==> config.mk <==
export PLATFORM = sky130hd
export DESIGN_NAME = stack_sequencer
export DESIGN_NICKNAME = d
export VERILOG_FILES = /design/src/rtl/stack_sequencer_pkg.sv /design/src/rtl/stack_sequencer_alu.sv /design/src/rtl/stack_sequencer.sv
export SDC_FILE = /design/constraint.sdc
export NUM_CORES = 1
export LEC_CHECK = 0
export BUFFER_PORTS_ARGS = -buffer_cell sky130_fd_sc_hd__buf_4
export CORE_MARGIN = 3
export CORE_UTILIZATION = 50
export DETAILED_ROUTE_END_ITERATION = 8
export PLACE_DENSITY = 0.82
export SKIP_LAST_GASP = 1
export SLEW_MARGIN = 20
export SYNTH_ARGS = -nofsm -noshare
export SYNTH_HDL_FRONTEND = slang
export SYNTH_SLANG_ARGS = --single-unit
==> constraint.sdc <==
create_clock -name clk -period 8.63 [get_ports clk]
set_input_delay 0.4315 -clock clk [delete_from_list [all_inputs] [get_ports clk]]
set_output_delay 0.4315 -clock clk [all_outputs]
set_load 0.05 [all_outputs]
==> src/rtl/stack_sequencer_pkg.sv <==
// Shared types for the stack sequencer: opcodes, FSM states, default sizing.
package stack_sequencer_pkg;

  localparam int unsigned WIDTH_DEF = 8;
  localparam int unsigned DEPTH_DEF = 32;

  typedef enum logic [2:0] {
    OP_PUSHI = 3'd0,
    OP_POP   = 3'd1,
    OP_TOS   = 3'd2,
    OP_ADD   = 3'd3,
    OP_SUB   = 3'd4,
    OP_AND   = 3'd5,
    OP_NOT   = 3'd6,
    OP_DUP   = 3'd7
  } op_e;

  typedef enum logic [2:0] {
    IDLE    = 3'd0,
    FETCH_A = 3'd1,
    FETCH_B = 3'd2,
    EXEC    = 3'd3,
    WRITE   = 3'd4
  } state_e;

  function automatic logic is_binary(op_e op);
    return (op == OP_ADD) || (op == OP_SUB) || (op == OP_AND);
  endfunction

  function automatic logic [1:0] operands(op_e op);
    if (op == OP_PUSHI) return 2'd0;
    if (is_binary(op))  return 2'd2;
    return 2'd1;
  endfunction

endpackage

==> src/rtl/stack_sequencer_alu.sv <==
// Combinational result unit; a is the top-of-stack operand, b the one below it.
module stack_sequencer_alu
  import stack_sequencer_pkg::*;
#(
  parameter int WIDTH = WIDTH_DEF
) (
  input  logic [2:0]       opcode,
  input  logic [WIDTH-1:0] a,
  input  logic [WIDTH-1:0] b,
  output logic [WIDTH-1:0] result
);

  always_comb begin
    result = a;
    case (op_e'(opcode))
      OP_ADD:  result = b + a;
      OP_SUB:  result = b - a;
      OP_AND:  result = b & a;
      OP_NOT:  result = ~a;
      default: result = a;
    endcase
  end

endmodule

==> src/rtl/stack_sequencer.sv <==
// Command sequencer driving an external registered stack.
// Define STACK_SEQUENCER_GUARD_EN to reject under/overflowing commands and flag err.
module stack_sequencer
  import stack_sequencer_pkg::*;
#(
  parameter int WIDTH = WIDTH_DEF,
  parameter int DEPTH = DEPTH_DEF
) (
  input  logic                     clk,
  input  logic                     rst,
  input  logic                     op_valid,
  output logic                     op_ready,
  input  logic [2:0]               op_code,
  input  logic [WIDTH-1:0]         op_imm,
  output logic                     stk_push,
  output logic                     stk_pop,
  output logic                     stk_tos,
  output logic [WIDTH-1:0]         stk_wdata,
  input  logic [WIDTH-1:0]         stk_rdata,
  output logic                     res_valid,
  output logic [WIDTH-1:0]         res_data,
  output logic                     err,
  output logic [$clog2(DEPTH):0]   depth
);

  localparam int DW = $clog2(DEPTH) + 1;

  state_e           state;
  op_e              op_q;
  logic [WIDTH-1:0] a_q, w_q, res_q;
  logic [WIDTH-1:0] alu_a, alu_y, res_now;
  logic [DW-1:0]    depth_q;
  logic             accept, reject;

  assign op_ready = (state == IDLE);
  assign accept   = op_valid && op_ready;
  assign depth    = depth_q;

`ifdef STACK_SEQUENCER_GUARD_EN
  logic err_q;

  always_comb begin
    reject = 1'b0;
    if (accept) begin
      reject = (int'(depth_q) < int'(operands(op_e'(op_code)))) ||
               (((op_e'(op_code) == OP_PUSHI) || (op_e'(op_code) == OP_DUP)) &&
                (int'(depth_q) >= DEPTH));
    end
  end

  always_ff @(posedge clk or posedge rst) begin
    if (rst)         err_q <= 1'b0;
    else if (reject) err_q <= 1'b1;
  end

  assign err = err_q;
`else
  assign reject = 1'b0;
  assign err    = 1'b0;
`endif

  always_comb begin
    stk_push  = (state == WRITE);
    stk_pop   = (state == FETCH_B) ||
                ((state == FETCH_A) && (op_q inside {OP_POP, OP_NOT, OP_ADD, OP_SUB, OP_AND}));
    stk_tos   = (state == FETCH_A) && (op_q inside {OP_TOS, OP_DUP});
    res_valid = (state == WRITE) || ((state == EXEC) && (op_q inside {OP_POP, OP_TOS}));
    res_now   = (state == EXEC) ? stk_rdata : w_q;
    res_data  = res_valid ? res_now : res_q;
    stk_wdata = stk_push ? w_q : '0;
    // Binary ops hold the first-popped word in a_q; unary ops use the live read.
    alu_a     = is_binary(op_q) ? a_q : stk_rdata;
  end

  stack_sequencer_alu #(.WIDTH(WIDTH)) u_alu (
    .opcode (op_q),
    .a      (alu_a),
    .b      (stk_rdata),
    .result (alu_y)
  );

  always_ff @(posedge clk or posedge rst) begin
    if (rst) begin
      state   <= IDLE;
      op_q    <= OP_PUSHI;
      a_q     <= '0;
      w_q     <= '0;
      res_q   <= '0;
      depth_q <= '0;
    end else begin
      case (state)
        IDLE: begin
          if (accept && !reject) begin
            op_q <= op_e'(op_code);
            if (op_e'(op_code) == OP_PUSHI) begin
              w_q   <= op_imm;
              state <= WRITE;
            end else begin
              state <= FETCH_A;
            end
          end
        end
        FETCH_A: state <= is_binary(op_q) ? FETCH_B : EXEC;
        FETCH_B: begin
          a_q   <= stk_rdata;
          state <= EXEC;
        end
        EXEC: begin
          if (op_q inside {OP_POP, OP_TOS}) begin
            state <= IDLE;
          end else begin
            w_q   <= alu_y;
            state <= WRITE;
          end
        end
        WRITE:   state <= IDLE;
        default: state <= IDLE;
      endcase

      if (res_valid) res_q <= res_now;

      if (stk_push)     depth_q <= depth_q + DW'(1);
      else if (stk_pop) depth_q <= depth_q - DW'(1);
    end
  end

endmodule

==> impl_metrics.py <==
metrics = {
    "logic_synthesis": {
        "synthArstFlopShare": 1.000,
        "synth_mux_area_frac": 0.1094,
        "yosys.area.top_type": "dfrtp_1",
        "synthDistinctLibCells": 51,
        "yosys_warnings": 0,
        "synth_simple_gate_area_frac": 0.1857,
        "synth_xor_area_frac": 0.05147,
        "synth.top_cell.area_share": 0.3309,
        "synth_edf_count": 0,
        "synth_top_family_by_area": "compound AO/OA/AOI/OAI gates",
        "syn_inst": 314,
        "ys_seq_elements": 36,
        "avgSynthCellArea_sq_um": 8.671,
        "synth_fa_ha_area_frac": 0.06985,
        "synth_compound_area_frac": 0.2086,
        "syn_area_sq_um": 2723,
        "syn_nets": 350,
        "yosysSeqAreaShare": 0.3309,
        "synth_area_leaders": "dfrtp_1 33%, a21oi_1 6.1%, ha_1 5.5%",
        "ys.flop_type": "dfrtp_1",
    },
    "cts": {
        "cts_resized": 0,
        "post_cts.repair.setup_buffers": 0,
        "clock_sinks": 36,
        "clkTransAtPathRegs_ps": 80,
        "clock-root-buffer": "clkbuf_8",
        "insertion_delay_ps": 290,
        "clock_path_buffers": 2,
        "cts_made_buffers": 5,
        "cts_tree": "built",
        "htreeDepth": 2,
        "hold_buffers": 0,
    },
    "timing": {
        "worst_pin_slew_ps": 810.6,
        "fin_crit_sh": 0.4623,
        "slew_headroom": 0.4576,
        "fin_tns_setup_ps": 0,
        "skew_ps": 5.605,
        "rsz0062_at_grt": "false",
        "slew_viol_final": 0,
        "setup_viol": 0,
        "hold_violations": 0,
        "fmax_mhz": 250.6,
        "period_needed_ps": 3990,
    },
    "grt": {
        "grt_start_max_net_pins": 37,
        "grt.total_usage": 0.2222,
        "grt_pass1_wl_um": 11130,
        "antenna_found_initial": 0,
        "grt.overflow.total": 0,
        "grt_pass1_vias": 2347,
    },
    "die": {
        "rows": 26,
        "start_util": 0.5264,
        "die_height_um": 79.79,
        "core_area_sq_um": 5172,
        "pin_count": 50,
        "die_x_um": 79.79,
        "die-area_sq_um": 6366,
    },
    "critical_path": {
        "crit_family": "compound AO/OA/AOI/OAI gates",
        "path_buf_inv": 1,
        "cp.required_ps": 8810,
        "setup.worst_path.start": "op_q[0]$_DFFE_PP0P_",
        "crit_type": "reg2reg",
        "crit_chain": "nand3b_2, nand2_4, mux2i_2, nor2_1, xnor2_1, inv_1, ha_1, nor2b_1, o21ai_0, o21ai_1, a31o_2, nor2b_1, a221o_1, o32a_1",
        "end_kind": "flip-flop",
        "crit_top_cell": "nor2b_1",
        "path_max_fanout": 25,
        "cp_slowest_stage_delay_ps": 790,
        "reg2reg_from": "op_q[0]$_DFFE_PP0P_",
        "crit_arrival_ps": 4170,
        "crit_slowest_cell": "dfrtp_1",
        "cp-start-kind": "flip-flop",
    },
    "final_layout": {
        "drive_gt1_frac": 0.2263,
        "antenna_cells": 0,
        "syn2layout_area_growth_pct": 18.75,
        "fin_area_sq_um": 3233,
        "fin_nets": 393,
        "post-route-util": 0.6251,
    },
    "placement": {
        "dpl.hpwl_um": 5066,
        "port_buffers": 48,
        "place_area_sq_um": 3122,
        "place_congestion": 0.8588,
    },
    "route": {
        "remaining_drc_errors": 0,
        "vias": 2475,
        "postRouteWirelength_um": 6669,
        "first_pass_iters": 4,
        "viasPerCell": 5.783,
        "drt_iter0_markers": 131,
        "wl_per_cell_um": 15.58,
        "ant_nets": 0,
    },
    "min_path": {
        "hold_class": "in2async",
    },
    "status": {
        "status": "completed",
    },
    "job": {
        "cap_violations": 0,
    },
}
==> cell usage in the layout, fill, tap and decap left out, drive strengths merged, types with 2 or more instances in the layout <==
master	instances
o22ai	5
nand2b	8
nor2b	6
mux2	13
and3	9
a21o	4
dfrtp	36
o211a	2
o21ai	28
clkbuf	6
inv	12
nand3b	4
xor2	6
xnor2	10
nor4	3
a221oi	2
ha	12
a21oi	33
nor3	6
a31oi	3
o211ai	2
nand2	29
nor2	27
nand3	4
a22oi	3
mux2i	14
fa	2
buf	51
==> synthesized netlist by cell type, types with 3 or more instances <==
cell / instances
dfrtp_1: 36
a21oi_1: 33
nand2_1: 28
nor2_1: 27
o21ai_0: 24
mux2_2: 13
ha_1: 12
inv_1: 12
mux2i_1: 11
xnor2_1: 10
and3_1: 9
clkbuf_1: 9
nand2b_1: 7
nor2b_1: 6
nor3_1: 6
xor2_1: 6
o22ai_1: 5
a21o_1: 4
nand3_1: 4
o21ai_1: 4
a22oi_1: 3
a31oi_1: 3
buf_4: 3
mux2i_2: 3
nand3b_1: 3
nor4_1: 3
==> cell type report <==
cell class	count	area, sq um
multi-input cells	251	1709
clock inverters	2	35.03
well taps	70	87.58
repair buffers	51	382.9
clock buffers	6	72.57
inverters	12	45.04
flip-flops and latches	36	900.9
fillers	436	1939
==> layer usage <==
layer	wire length, um	global-route usage	vias to the layer above
li1	-	-	1208
met1	2934	0.2937	1171
met2	3199	0.3765	85
met3	437	0.03725	11
met4	97	0.05912	0
met5	0	0	-
==> cell families after synthesis <==
| kind of cell | after synthesis |
|---|---|
| AND/OR/NAND/NOR | 100 |
| flip-flops | 36 |
| multiplexers | 27 |
| other | 1 |
| AO/OA/AOI/OAI | 93 |
| buffers and inverters | 27 |
| XOR/XNOR | 16 |
| adder cells (fa/ha/maj) | 14 |
==> metrics by stage <==
step                cells  worst slack, ps  hold WS [ps]
floorplan             314             5347         484.6
global placement      420             4806         463.0
detailed placement    420             4646         483.2
CTS                   428             4665         258.3
global route          428             4333         282.5
finish                428             4640         248.1
==> worst min-delay path, stage by stage <==
cell,delay (ps)
buf_4,110
inv_1,40
buf_4,400
==> sequential cells by signal, indices dropped and copies added, names as in the netlist <==
signal / count
op_q: 3
a_q: 8
w_q: 8
res_q: 8
depth: 6
state: 3
==> final timing paths <==
kind                                   endpoint  slack (ps)  cells past startpoint
setup reg to reg             w_q[7]$_DFFE_PP0P_        4640                     14
hold reg to reg            depth[5]$_DFFE_PP0P_         490                      1
hold / removal               res_q[4]$_DFF_PP0_         250                      3
setup / recovery             w_q[7]$_DFFE_PP0P_        4640                     14
min in group clk            op_q[1]$_DFFE_PP0P_         370                      3
max in group asynchronous    a_q[2]$_DFFE_PP0N_        8050                      3
Power is not shown: default switching activity piles up to over one toggle a cycle in this logic, so the estimate is an artifact.
